==> config.mk <==
export PLATFORM = sky130hd
export DESIGN_NAME = spi_cmd_dec_flat
export DESIGN_NICKNAME = d
export VERILOG_FILES = /design/src/rtl/spi_cmd_dec_if.sv /design/src/rtl/spi_cmd_dec.sv /design/src/flat_wrapper.sv
export SDC_FILE = /design/constraint.sdc
export NUM_CORES = 1
export LEC_CHECK = 0
export ABC_AREA = 1
export CAP_MARGIN = 20
export CORE_ASPECT_RATIO = 0.7
export CORE_MARGIN = 5
export CORE_UTILIZATION = 30
export DETAILED_ROUTE_END_ITERATION = 7
export SLEW_MARGIN = 20
export SYNTH_ARGS = -nofsm -noshare
export SYNTH_HDL_FRONTEND = slang
export SYNTH_SLANG_ARGS = --single-unit
==> constraint.sdc <==
create_clock -name clk -period 1.6 [get_ports clk]
set_input_delay 0.32 -clock clk [delete_from_list [all_inputs] [get_ports clk]]
set_output_delay 0.32 -clock clk [all_outputs]
set_load 0.02 [all_outputs]
==> src/rtl/spi_cmd_dec_if.sv <==
// spi_cmd_dec_if
//   Bundles the transceiver-side byte handshake and the CSR/PROM store buses
//   of spi_cmd_dec. Signal names keep their original _i/_o suffixes as seen
//   from the decoder.
// Modports
//   slave  : decoder view (spi_cmd_dec)
//   master : environment view (transceiver + stores)
// Signals
//   ss_i, rx_data_i[7:0], rx_valid_i    transceiver -> decoder
//   tx_data_o[7:0], tx_valid_o          decoder -> transceiver
//   csr_addr_o[CSR_AW-1:0], csr_we_o, csr_re_o, csr_wdata_o[7:0]
//   csr_rdata_i[7:0]                    CSR store -> decoder
//   prom_addr_o[PROM_AW-1:0], prom_wdata_o[31:0], prom_we_o
interface spi_cmd_dec_if #(
  parameter int unsigned CSR_AW  = 12,
  parameter int unsigned PROM_AW = 20
);
  logic               ss_i;
  logic [7:0]         rx_data_i;
  logic               rx_valid_i;
  logic [7:0]         tx_data_o;
  logic               tx_valid_o;
  logic [CSR_AW-1:0]  csr_addr_o;
  logic               csr_we_o;
  logic               csr_re_o;
  logic [7:0]         csr_wdata_o;
  logic [7:0]         csr_rdata_i;
  logic [PROM_AW-1:0] prom_addr_o;
  logic [31:0]        prom_wdata_o;
  logic               prom_we_o;

  modport slave (
    input  ss_i, rx_data_i, rx_valid_i, csr_rdata_i,
    output tx_data_o, tx_valid_o, csr_addr_o, csr_we_o, csr_re_o,
           csr_wdata_o, prom_addr_o, prom_wdata_o, prom_we_o
  );

  modport master (
    output ss_i, rx_data_i, rx_valid_i, csr_rdata_i,
    input  tx_data_o, tx_valid_o, csr_addr_o, csr_we_o, csr_re_o,
           csr_wdata_o, prom_addr_o, prom_wdata_o, prom_we_o
  );
endinterface

==> src/rtl/spi_cmd_dec.sv <==
// spi_cmd_dec
//   Command decoder between the SPI byte transceiver and the CSR/PROM stores.
//   A frame (ss_i low) starts with a command byte {w, rsv, tgt[1:0], ahi[3:0]}
//   followed by address bytes and data bytes. CSR frames give byte reads or
//   writes with address auto-increment; PROM write frames pack four bytes
//   little-endian into one 32-bit word write. Every accepted byte produces
//   exactly one tx strobe two cycles later (CSR read data or 0x00).
// Ports
//   clk    system clock
//   rst_n  asynchronous active-low reset
//   bus    spi_cmd_dec_if.slave (transceiver handshake, CSR and PROM buses)
module spi_cmd_dec #(
  parameter int unsigned CSR_AW  = 12,
  parameter int unsigned PROM_AW = 20
) (
  input  logic          clk,
  input  logic          rst_n,
  spi_cmd_dec_if.slave  bus
);

  typedef enum logic [2:0] {
    S_IDLE,
    S_ADDR_M,
    S_ADDR_L,
    S_DATA,
    S_DISCARD
  } state_t;

  state_t r_state;
  state_t w_state_nxt;

  logic [7:0]         w_byte;
  logic               w_accept;
  logic               w_csr_we;
  logic               w_csr_re;
  logic               w_prom_we;
  logic [CSR_AW-1:0]  w_csr_base;
  logic [PROM_AW-1:0] w_prom_base;

  // frame context captured from the command byte
  logic               r_wr;
  logic               r_prom;
  logic [3:0]         r_ahi;
  logic [7:0]         r_amid;

  // running pointers and registered bus outputs
  logic [CSR_AW-1:0]  r_csr_ptr;
  logic [CSR_AW-1:0]  r_csr_addr;
  logic [7:0]         r_csr_wdata;
  logic               r_csr_we;
  logic               r_csr_re;
  logic [PROM_AW-1:0] r_prom_ptr;
  logic [PROM_AW-1:0] r_prom_addr;
  logic [31:0]        r_prom_wdata;
  logic               r_prom_we;
  logic [23:0]        r_word;
  logic [1:0]         r_bcnt;

  // tx return pipeline: byte at N -> r_p1 at N+1 -> r_tx_valid at N+2
  logic               r_p1;
  logic               r_p1_rd;
  logic               r_tx_valid;
  logic               r_tx_rd;
  logic [7:0]         r_tx_data;

  assign w_byte      = bus.rx_data_i;
  assign w_accept    = bus.rx_valid_i & ~bus.ss_i;
  assign w_csr_base  = CSR_AW'({r_ahi, w_byte});
  assign w_prom_base = PROM_AW'({r_ahi, r_amid, w_byte});

  always_ff @(posedge clk or negedge rst_n) begin
    if (!rst_n) begin
      r_state <= S_IDLE;
    end else begin
      r_state <= w_state_nxt;
    end
  end

  // ss_i wins over a coincident rx_valid_i: the byte is dropped.
  always_comb begin
    w_state_nxt = r_state;
    w_csr_we    = 1'b0;
    w_csr_re    = 1'b0;
    w_prom_we   = 1'b0;
    if (bus.ss_i) begin
      w_state_nxt = S_IDLE;
    end else if (bus.rx_valid_i) begin
      unique case (r_state)
        S_IDLE: begin
          case (w_byte[5:4])
            2'b00:   w_state_nxt = S_ADDR_L;
            2'b01:   w_state_nxt = S_ADDR_M;
            default: w_state_nxt = S_DISCARD;
          endcase
        end
        S_ADDR_M: w_state_nxt = S_ADDR_L;
        S_ADDR_L: begin
          w_state_nxt = S_DATA;
          w_csr_re    = ~r_prom & ~r_wr;
        end
        S_DATA: begin
          w_csr_we  = ~r_prom & r_wr;
          w_csr_re  = ~r_prom & ~r_wr;
          w_prom_we = r_prom & r_wr & (r_bcnt == 2'd3);
        end
        S_DISCARD: w_state_nxt = S_DISCARD;
        default:   w_state_nxt = S_IDLE;
      endcase
    end
  end

  always_ff @(posedge clk or negedge rst_n) begin
    if (!rst_n) begin
      r_wr         <= 1'b0;
      r_prom       <= 1'b0;
      r_ahi        <= '0;
      r_amid       <= '0;
      r_csr_ptr    <= '0;
      r_csr_addr   <= '0;
      r_csr_wdata  <= '0;
      r_csr_we     <= 1'b0;
      r_csr_re     <= 1'b0;
      r_prom_ptr   <= '0;
      r_prom_addr  <= '0;
      r_prom_wdata <= '0;
      r_prom_we    <= 1'b0;
      r_word       <= '0;
      r_bcnt       <= '0;
      r_p1         <= 1'b0;
      r_p1_rd      <= 1'b0;
      r_tx_valid   <= 1'b0;
      r_tx_rd      <= 1'b0;
      r_tx_data    <= '0;
    end else begin
      r_csr_we   <= w_csr_we;
      r_csr_re   <= w_csr_re;
      r_prom_we  <= w_prom_we;

      // tx pipeline keeps running across ss_i so a pending strobe still fires
      r_p1       <= w_accept;
      r_p1_rd    <= w_csr_re;
      r_tx_valid <= r_p1;
      r_tx_rd    <= r_p1_rd;
      if (r_tx_rd) begin
        r_tx_data <= bus.csr_rdata_i;
      end else if (r_p1) begin
        r_tx_data <= '0;
      end

      if (w_csr_we) begin
        r_csr_wdata <= w_byte;
      end

      if (bus.ss_i) begin
        r_bcnt <= '0;
      end else if (bus.rx_valid_i) begin
        unique case (r_state)
          S_IDLE: begin
            r_wr   <= w_byte[7];
            r_prom <= (w_byte[5:4] == 2'b01);
            r_ahi  <= w_byte[3:0];
            r_bcnt <= '0;
          end
          S_ADDR_M: r_amid <= w_byte;
          S_ADDR_L: begin
            if (r_prom) begin
              r_prom_ptr <= w_prom_base;
            end else if (r_wr) begin
              r_csr_ptr <= w_csr_base;
            end else begin
              // read issues at the base now, so DATA bytes start at base+1
              r_csr_addr <= w_csr_base;
              r_csr_ptr  <= w_csr_base + CSR_AW'(1);
            end
          end
          S_DATA: begin
            if (w_csr_we | w_csr_re) begin
              r_csr_addr <= r_csr_ptr;
              r_csr_ptr  <= r_csr_ptr + CSR_AW'(1);
            end
            if (r_prom & r_wr) begin
              r_bcnt <= r_bcnt + 2'd1;
              case (r_bcnt)
                2'd0: r_word[7:0]   <= w_byte;
                2'd1: r_word[15:8]  <= w_byte;
                2'd2: r_word[23:16] <= w_byte;
                default: begin
                  r_prom_wdata <= {w_byte, r_word};
                  r_prom_addr  <= r_prom_ptr;
                  r_prom_ptr   <= r_prom_ptr + PROM_AW'(1);
                end
              endcase
            end
          end
          default: ;
        endcase
      end
    end
  end

  // read data arrives the cycle the strobe is up, so it bypasses the register
  assign bus.tx_data_o    = r_tx_rd ? bus.csr_rdata_i : r_tx_data;
  assign bus.tx_valid_o   = r_tx_valid;
  assign bus.csr_addr_o   = r_csr_addr;
  assign bus.csr_we_o     = r_csr_we;
  assign bus.csr_re_o     = r_csr_re;
  assign bus.csr_wdata_o  = r_csr_wdata;
  assign bus.prom_addr_o  = r_prom_addr;
  assign bus.prom_wdata_o = r_prom_wdata;
  assign bus.prom_we_o    = r_prom_we;

endmodule

==> src/flat_wrapper.sv <==
// flat-port wrapper written by rule: the top's interface ports become plain ports
module spi_cmd_dec_flat 
#(
  parameter int unsigned CSR_AW  = 12,
  parameter int unsigned PROM_AW = 20
)
  (clk, rst_n, bus_ss_i, bus_rx_data_i, bus_rx_valid_i, bus_csr_rdata_i, bus_tx_data_o, bus_tx_valid_o, bus_csr_addr_o, bus_csr_we_o, bus_csr_re_o, bus_csr_wdata_o, bus_prom_addr_o, bus_prom_wdata_o, bus_prom_we_o);
  spi_cmd_dec_if #(.CSR_AW(CSR_AW), .PROM_AW(PROM_AW)) bus_i ();
  input  logic clk;
  input  logic rst_n;
  input wire logic [$bits(bus_i.ss_i)-1:0] bus_ss_i;
  input wire logic [$bits(bus_i.rx_data_i)-1:0] bus_rx_data_i;
  input wire logic [$bits(bus_i.rx_valid_i)-1:0] bus_rx_valid_i;
  input wire logic [$bits(bus_i.csr_rdata_i)-1:0] bus_csr_rdata_i;
  output wire logic [$bits(bus_i.tx_data_o)-1:0] bus_tx_data_o;
  output wire logic [$bits(bus_i.tx_valid_o)-1:0] bus_tx_valid_o;
  output wire logic [$bits(bus_i.csr_addr_o)-1:0] bus_csr_addr_o;
  output wire logic [$bits(bus_i.csr_we_o)-1:0] bus_csr_we_o;
  output wire logic [$bits(bus_i.csr_re_o)-1:0] bus_csr_re_o;
  output wire logic [$bits(bus_i.csr_wdata_o)-1:0] bus_csr_wdata_o;
  output wire logic [$bits(bus_i.prom_addr_o)-1:0] bus_prom_addr_o;
  output wire logic [$bits(bus_i.prom_wdata_o)-1:0] bus_prom_wdata_o;
  output wire logic [$bits(bus_i.prom_we_o)-1:0] bus_prom_we_o;
  assign bus_i.ss_i = bus_ss_i;
  assign bus_i.rx_data_i = bus_rx_data_i;
  assign bus_i.rx_valid_i = bus_rx_valid_i;
  assign bus_i.csr_rdata_i = bus_csr_rdata_i;
  assign bus_tx_data_o = bus_i.tx_data_o;
  assign bus_tx_valid_o = bus_i.tx_valid_o;
  assign bus_csr_addr_o = bus_i.csr_addr_o;
  assign bus_csr_we_o = bus_i.csr_we_o;
  assign bus_csr_re_o = bus_i.csr_re_o;
  assign bus_csr_wdata_o = bus_i.csr_wdata_o;
  assign bus_prom_addr_o = bus_i.prom_addr_o;
  assign bus_prom_wdata_o = bus_i.prom_wdata_o;
  assign bus_prom_we_o = bus_i.prom_we_o;
  spi_cmd_dec #(.CSR_AW(CSR_AW), .PROM_AW(PROM_AW)) u_core (.clk(clk), .rst_n(rst_n), .bus(bus_i));
endmodule
==> run metrics, run 1 <==
status finished with violations; violated checks setup timing; placed cells 1382; fmax 614.0 MHz; critical path class reg2out; drc violations 0; CTS root buffer clkbuf_16; Initial Utilization 30.55%; Yosys warning total 0; post-route clock skew 0.007710 ns; DP Worst Slack -0.3530 ns; critical-path cell list buf_6 > nand2_2 > o21ai_4 > buf_6; largest cells by area after synthesis dfrtp_1 (53%), nand2_1 (14%), o21ai_0 (6.3%); Slew Viols, Final 0; startpoint types flop; R2R setup slack 0.05 ns; top_reg_cell synth dfrtp_1; share of post-route cells with drive strength above 1 18.90%; Area Growth Syn to Fin 39.33%; # Max-Cap Violations 0; H-tree depth 4; total track usage 15.80%; RePlAce Congestion 0.9175; die height 142.6 um; Routed WL 22450 um; Synth area leader dfrtp_1; clock sink total 161; setup ws final -0.02861 ns; initial antenna violation count 0; max incr delay on CP 0.44 ns; CP Max Fanout 6; chip width 199.5 um; diode count 0; syn avg cell area 8.350 sq um; Leakage 5.291 nW; Critical-path top delay cell dfrtp_2; PD cells 1225 mW/mm^2; Final Non-Filler Cells 1431; Setup-failing EPs final 8; Worst Reg-to-Reg Cells 9; Worst Max-Slew Pin Slew 0.4422 ns; first-pass GRT wire length 35540 um; row count 48; Post-synth top cells nand2_1 (284), dfrtp_1 (161), o21ai_0 (95), nor2_1 (75), inv_1 (72); First-pass DRT Iterations 5; WL/cell 15.69 um; Worst Path Arrival 1.31 ns; sequential area share after synthesis 53.44%; Yosys cell types 35; final hold violations 0; Bufs on Longest Clock Path 2; Hold WC Path Type in2async; Clock transition at path regs 0.06 ns; syn nets 930; Crit path required time 1.28 ns; Die Area 0.02845 sq mm; unrepaired setup endpoints after global routing true; hold_ws 0.3631 ns; total grt overflow 0; Final ANT Viol Nets 0; crit end category primary output; DR vias 6767; most numerous cell in the Yosys netlist nand2_1; RR Startpoint u_core.r_state[1]; total CTS buffers 17; IO Pins 104; Post-synth ARST share 100.0%; fin nets 1121; reg2reg end u_core.bus.csr_addr_o[2]; most numerous cell on the critical path buf_6; CTS tree built; Yosys top cell area share 53.44%; Power, Total 12.87 mW; Worst slew margin 70.52%; Gate Count Post-Synth 903; worst skew pair latency 0.43 ns; DP Area 0.009537 sq mm; vias in the first global route 6421; Tmin final 1.629 ns; port buffer count 103; Tcrit/Tclk final 101.8%; synthesis-stage register bit count 161; post-DP HPWL 16070 um; vias per inst 4.729; synthesized cell area 0.007540 sq mm; Std-Cell Core Area 0.02468 sq mm; Post-synth EDFFs 0; largest net degree at the start of global routing 47; maximum vdd drop 829.3 uV; Starting DRT DRC Count 485; cell area after layout 0.01051 sq mm
-- kinds of logic after synthesis --
group,count (synthesis),share of synthesized area (%)
flops,161,53.44
fa+ha+maj,7,1.162
compound gates,178,12.56
xor+xnor,8,0.9293
simple gates,437,25.04
buf+inv,112,6.870
-- area by class of cell --
| cell class | count | area, sq um |
|---|---|---|
| clock buffers | 17 | 425.4 |
| clock inverters | 14 | 205.2 |
| fillers | 2515 | 14180 |
| inverters | 78 | 305.3 |
| multi-input cells | 631 | 3177 |
| flip-flops and latches | 161 | 4034 |
| well taps | 325 | 406.6 |
| repair buffers | 205 | 1952 |
-- through the flow --
| stage | utilization [%] | setup TNS (ns) |
|---|---|---|
| after global routing | 42.56 | -0.5828 |
| after CTS | 41.43 | -0.1830 |
| after floorplan | - | 0 |
| after global placement | 38.64 | -34.22 |
| final | 42.56 | -0.1305 |
| after detailed placement | 38.64 | -37.60 |
-- metal layers --
layer | GRT usage, % | wire length (um) | vias up
li1 | - | - | 3323
met1 | 24.53 | 11420 | 3244
met2 | 21.50 | 9363 | 174
met3 | 3.986 | 1351 | 26
met4 | 4.609 | 316 | 0
met5 | 0 | 0 | -
-- flip-flops by register name (all words and copies together), names as in the netlist, 3 cells and up --
register	cells
u_core.bus.csr_addr_o	12
u_core.r_word	24
u_core.bus.csr_wdata_o	8
u_core.bus.prom_wdata_o	32
u_core.bus.prom_addr_o	20
u_core.r_prom_ptr	20
u_core.r_tx_data	8
u_core.r_amid	8
u_core.r_ahi	4
u_core.r_csr_ptr	12
u_core.r_state	3
-- worst max-delay path: cells and delay by family, from the launching register on --
family | cells | cell delay [ns]
DFF | 1 | 0.44
buffers and inverters | 2 | 0.29
and+or+nand+nor | 1 | 0.09
AOI/OAI and AO/OA | 1 | 0.06
-- layout by cell type (no fill, tap or decap), types with 3 or more instances in the layout --
| cell | count |
|---|---|
| nand2_1 | 273 |
| dfrtp_1 | 157 |
| o21ai_0 | 82 |
| buf_4 | 78 |
| dlygate4sd2_1 | 76 |
| inv_1 | 70 |
| nor2_1 | 65 |
| o21ai_1 | 41 |
| nand3_1 | 41 |
| clkbuf_16 | 20 |
| a21oi_1 | 18 |
| clkdlybuf4s50_1 | 18 |
| buf_6 | 16 |
| a31oi_1 | 15 |
| buf_12 | 12 |
| nor2_2 | 11 |
| nand2_2 | 10 |
| nand4_1 | 8 |
| xor2_1 | 7 |
| ha_1 | 7 |
| o21ai_4 | 6 |
| nor3_1 | 6 |
| o21ai_2 | 5 |
| nand2_4 | 5 |
| inv_2 | 5 |
| o211ai_1 | 5 |
| or2_2 | 4 |
| nand4_4 | 4 |
| inv_6 | 4 |
| bufinv_16 | 4 |
| clkinvlp_4 | 4 |
| dfrtp_2 | 4 |
| nor2_8 | 3 |
| nor2_4 | 3 |
-- power breakdown --
group | switching, mW | internal (mW)
Combinational | 1.83 | 1.21
Clock | 1.79 | 2.64
Sequential | 0.643 | 4.77
-- timing repair --
action | 4_1_cts | 5_1_grt
endpoints found under the setup margin | 99 | 76
pin swaps | 11 | 7
endpoints found under the hold margin | 32 | 0
cloned | 0 | 4
hold buffers | 1 | 0
gates resized for setup | 156 | 56
setup buffers | 12 | 3
-- how the worst max path moves through the flow --
stage,end,slack (ns),depth (start not counted),start
2_1_floorplan,u_core.bus.csr_addr_o[2],0.16,6,u_core.r_prom
3_3_place_gp,u_core.r_csr_ptr[9],-0.36,9,bus_rx_data_i[1]
3_5_place_dp,u_core.r_csr_ptr[10],-0.35,10,bus_rx_valid_i
4_1_cts,bus_tx_data_o[6],-0.04,4,u_core.r_tx_rd
5_1_grt,bus_tx_data_o[2],-0.07,4,u_core.r_tx_rd
6_report,bus_tx_data_o[3],-0.03,4,u_core.r_tx_rd
Note: power is estimated with default switching activity, not from simulation.
==> inputs of run 2 (changes only) <==
--- a/config.mk
+++ b/config.mk
@@ -6,9 +6,8 @@
 export NUM_CORES = 1
 export LEC_CHECK = 0
 export ABC_AREA = 1
-export CAP_MARGIN = 20
+export CAP_MARGIN = 40
 export CORE_ASPECT_RATIO = 0.7
-export CORE_MARGIN = 5
 export CORE_UTILIZATION = 30
 export DETAILED_ROUTE_END_ITERATION = 7
 export SLEW_MARGIN = 20
==> run metrics, run 2 (synthesis results as in run 1) <==
status finished with violations; violated checks DRC, setup timing; Fillers 2472; Worst Reg-to-Reg Cells 7; RePlAce Congestion 0.9155; post-route clock skew 0.008606 ns; final hold violations 0; unrepaired setup endpoints after global routing true; Initial Utilization 30.55%; CTS tree built; Area Growth Syn to Fin 38.80%; Tcrit/Tclk final 100.7%; startpoint types flop; reg2reg end u_core.r_prom_ptr[11]; most common cell after layout, fill and taps aside nand2_1; DP Worst Slack -0.3868 ns; fin nets 1129; total grt overflow 0; Clock transition at path regs 0.07 ns; drc violations 1; Std-Cell Core Area 0.02468 sq mm; CP Max Fanout 9; initial antenna violation count 0; post-DP HPWL 15740 um; Comb power frac 25.1%; Bufs on Longest Clock Path 2; RR Startpoint u_core.r_state[2]; total track usage 17.56%; max reg flops 32; DR vias 6784; Final ANT Viol Nets 0; Worst slew margin 71.91%; PD cells 1204 mW/mm^2; maximum vdd drop 816.9 uV; die height 134.6 um; First-pass DRT Iterations 7; Worst Path Arrival 1.29 ns; Routed WL 21980 um; Power, Total 12.60 mW; Tmin final 1.611 ns; WL/cell 15.26 um; IO Pins 104; clock sink total 161; row count 48; first-pass GRT wire length 34760 um; port buffer count 103; R2R setup slack 0.02 ns; H-tree depth 4; Crit path required time 1.28 ns; Worst Max-Slew Pin Slew 0.4214 ns; largest net degree at the start of global routing 62; vias per inst 4.711; Hold WC Path Type in2async; Die Area 0.02578 sq mm; share of power burned in registers 42.7%; Starting DRT DRC Count 451; Setup-failing EPs final 5; hold_ws 0.3751 ns; cell internal pwr 8.193 mW; Clock power frac 32.2%; chip width 191.5 um; Net Sw Frac 34.99%; diode count 0; Core Util, Final 42.40%; fmax 620.6 MHz; crit end category primary output; # Max-Cap Violations 0; CTS root buffer clkbuf_16; critical path class reg2out; Leakage 5.283 nW; worst skew pair latency 0.44 ns; total CTS buffers 17; Slew Viols, Final 0; vias in the first global route 6277; setup ws final -0.01125 ns; share of post-route cells with drive strength above 1 19.91%; Sw Pwr 4.410 mW; most frequent cells in the layout nand2_1 (276), dfrtp_1 (156), buf_4 (91), o21ai_0 (83), dlygate4sd2_1 (76)
-- run 2: layout make-up --
class | instances | area [sq um] | area share (%)
flip-flops and latches | 161 | 4035 | 38.56
multi-input cells | 631 | 3142 | 30.02
repair buffers | 213 | 1991 | 19.02
clock buffers | 18 | 439.2 | 4.197
well taps | 325 | 406.6 | 3.886
inverters | 78 | 312.8 | 2.989
clock inverters | 14 | 138.9 | 1.327
-- run 2: power by group through the flow --
stage                     Sequential [mW]  Clock, mW  Combinational [mW]
after floorplan                      5.48          0                1.51
after global placement               5.42          0                3.04
after detailed placement             5.43          0                3.08
after CTS                            5.36       4.14                3.00
after global routing                 5.48       4.32                3.52
final                                5.38       4.06                3.16
-- run 2: repair_timing --
action / 4_1_cts / 5_1_grt
setup buffers: 6 / 10
hold buffers: 1 / 0
resized for setup: 151 / 50
cloned: 1 / 1
setup endpoints to repair: 93 / 77
pin swaps: 5 / 11
endpoints found under the hold margin: 29 / 0
-- run 2: worst max-delay path by stage --
stage / from / to / cells after the start / slack, ns
floorplan: u_core.r_prom / u_core.bus.csr_addr_o[2] / 6 / 0.16
global placement: bus_ss_i / u_core.r_csr_ptr[5] / 9 / -0.38
detailed placement: bus_ss_i / u_core.r_prom_ptr[16] / 8 / -0.39
CTS: u_core.r_tx_rd / bus_tx_data_o[7] / 3 / -0.04
global route: u_core.r_tx_rd / bus_tx_data_o[1] / 3 / -0.07
finish: u_core.r_tx_rd / bus_tx_data_o[6] / 3 / -0.01
-- run 2: routing by layer --
| layer | share of wire [%] | vias to the layer above | track usage, % |
|---|---|---|---|
| met4 | 0.91 | 0 | 3.968 |
| met5 | 0 | - | 0 |
| li1 | - | 3344 | - |
| met2 | 42 | 181 | 25.06 |
| met3 | 5.4 | 15 | 3.950 |
| met1 | 51 | 3244 | 26.69 |
-- run 2: per-stage QoR --
step	setup TNS (ns)	area, sq um	cells
after floorplan	0	7540	903
after global placement	-35.08	9602	1389
after detailed placement	-39.46	9602	1389
after CTS	-0.1700	10220	1429
after global routing	-1.012	10470	1440
final	-0.04043	10470	1440
-- run 2: critical path, stage by stage, from the launching register on --
cell and delay (ns):
dfrtp_2 0.43, buf_12 0.15, o21ai_2 0.13, buf_4 0.15
==> inputs of run 3 (changes only) <==
--- a/config.mk
+++ b/config.mk
@@ -8,8 +8,10 @@
 export ABC_AREA = 1
 export CAP_MARGIN = 40
 export CORE_ASPECT_RATIO = 0.7
+export CORE_MARGIN = 3
 export CORE_UTILIZATION = 30
 export DETAILED_ROUTE_END_ITERATION = 7
+export PLACE_DENSITY_LB_ADDON = 0.2
 export SLEW_MARGIN = 20
 export SYNTH_ARGS = -nofsm -noshare
 export SYNTH_HDL_FRONTEND = slang
==> run metrics, run 3 (synthesis results as in run 1) <==
PD cells 1190 mW/mm^2; first-pass GRT wire length 36020 um; total CTS buffers 17; post-route clock skew 0.01302 ns; Starting DRT DRC Count 490; Clock transition at path regs 0.07 ns; Tmin final 1.702 ns; RePlAce Congestion 0.8341; max incr delay on CP 0.45 ns; Std-Cell Core Area 0.02417 sq mm; most common cell after layout, fill and taps aside nand2_1; Tcrit/Tclk final 106.4%; critical-path cell list buf_6 > buf_6 > o21ai_2 > buf_6; fmax 587.5 MHz; post-DP HPWL 15780 um; crit end category primary output; Bufs on Longest Clock Path 2; violated checks setup timing; hold_ws 0.3385 ns; initial antenna violation count 0; most numerous cell on the critical path buf_6; max reg flops 32; startpoint types flop; status finished with violations; port buffer count 103; Worst Path Arrival 1.38 ns; Routed WL 23550 um; setup ws final -0.1022 ns; final hold violations 0; chip width 195.5 um; total track usage 16.61%; Hold WC Path Type in2async; Area Growth Syn to Fin 42.12%; worst skew pair latency 0.44 ns; total grt overflow 0; Crit path required time 1.28 ns; clock sink total 161; Fillers 2469; vias in the first global route 6402; Worst slew margin 72.30%; Initial Utilization 31.20%; share of post-route cells with drive strength above 1 21.92%; row count 47; # Max-Cap Violations 0; WL/cell 16.30 um; unrepaired setup endpoints after global routing true; maximum vdd drop 855.9 uV; Final ANT Viol Nets 0; Die Area 0.02710 sq mm; First-pass DRT Iterations 7; diode count 0; Leakage 5.376 nW; Critical-path top delay cell dfrtp_2; CP Max Fanout 6; IO Pins 104; RR Startpoint u_core.r_state[1]; Worst Max-Slew Pin Slew 0.4111 ns; most frequent cells in the layout nand2_1 (271), dfrtp_1 (157), buf_4 (87), o21ai_0 (78), dlygate4sd2_1 (76); die height 138.6 um; Critical Path Source u_core.r_tx_rd; vias per inst 4.728; CTS root buffer clkbuf_16; DR vias 6832; Slew Viols, Final 0; drc violations 0; Setup-failing EPs final 17; CTS tree built; H-tree depth 4; fin nets 1141; Power, Total 12.75 mW; largest net degree at the start of global routing 53; critical path class reg2out
[run 3: cell types whose count changed in the layout (fill, tap and decap cells not counted), sizes merged]
cell | before | now
clkinv | 4 | 7
nand4 | 13 | 15
clkbuf | 18 | 20
bufbuf | 1 | 0
buf | 117 | 123
[run 3: cell type report]
class	instances	area [sq um]	area share [%]
Clock buffer	17	425.4	3.970
Clock inverter	15	162.7	1.518
Inverter	78	320.3	2.989
Multi-Input combinational cell	633	3262	30.44
Sequential cell	161	4034	37.65
Tap cell	318	397.9	3.713
Timing Repair Buffer	221	2098	19.58
Timing Repair inverter	2	15.01	0.1401
[run 3: worst paths after layout]
| kind | end | slack, ns | depth (start not counted) |
|---|---|---|---|
| hold / removal | u_core.bus.prom_addr_o[6] | 0.34 | 2 |
| setup reg to reg | u_core.bus.csr_addr_o[11] | -0.08 | 8 |
| hold reg to reg | u_core.r_tx_rd | 0.39 | 0 |
| setup / recovery | bus_tx_data_o[5] | -0.10 | 4 |
| max in group asynchronous | u_core.r_tx_rd | 0.65 | 3 |
| min in group clk | u_core.r_tx_rd | 0.39 | 0 |
[run 3: per-layer routing]
| metal | part of all wire [%] | vias up | GRT usage [%] |
|---|---|---|---|
| met5 | 0 | - | 0 |
| met4 | 0.66 | 0 | 3.562 |
| met3 | 5.2 | 12 | 3.861 |
| met2 | 42 | 166 | 23.16 |
| met1 | 52 | 3278 | 25.98 |
| li1 | - | 3376 | - |
[run 3: timing repair]
| action | in CTS | in global routing |
|---|---|---|
| resized for setup | 136 | 106 |
| hold buffers | 1 | 0 |
| cloned | 0 | 10 |
| buffers inserted | 5 | 21 |
| pin swaps | 3 | 16 |
| hold endpoints to repair | 25 | 0 |
| endpoints found under the setup margin | 100 | 96 |
[run 3: stage by stage]
step / utilization (%) / setup slack, ns / area, sq um / setup TNS (ns) / std cells
floorplan: - / 0.1565 / 7540 / 0 / 903
global placement: 39.38 / -0.3873 / 9518 / -37.30 / 1377
detailed placement: 39.38 / -0.4605 / 9518 / -41.71 / 1377
CTS: 41.63 / -0.1238 / 10060 / -0.6551 / 1415
global route: 44.33 / -0.1549 / 10720 / -3.311 / 1445
finish: 44.33 / -0.1022 / 10720 / -0.5908 / 1445
[run 3: report_power, final]
part	leakage (nW)	total [mW]	switching [mW]	internal, mW
clock	0.287	4.09	1.99	2.10
sequential	2.13	5.38	0.616	4.76
combinational	2.96	3.28	1.92	1.36
[run 3: worst max-delay path: cells and delay by family, from the launching register on]
family                 cells  cell delay (ns)
AO/OA/AOI/OAI              1             0.11
flip-flops                 1             0.45
buffers and inverters      3             0.39
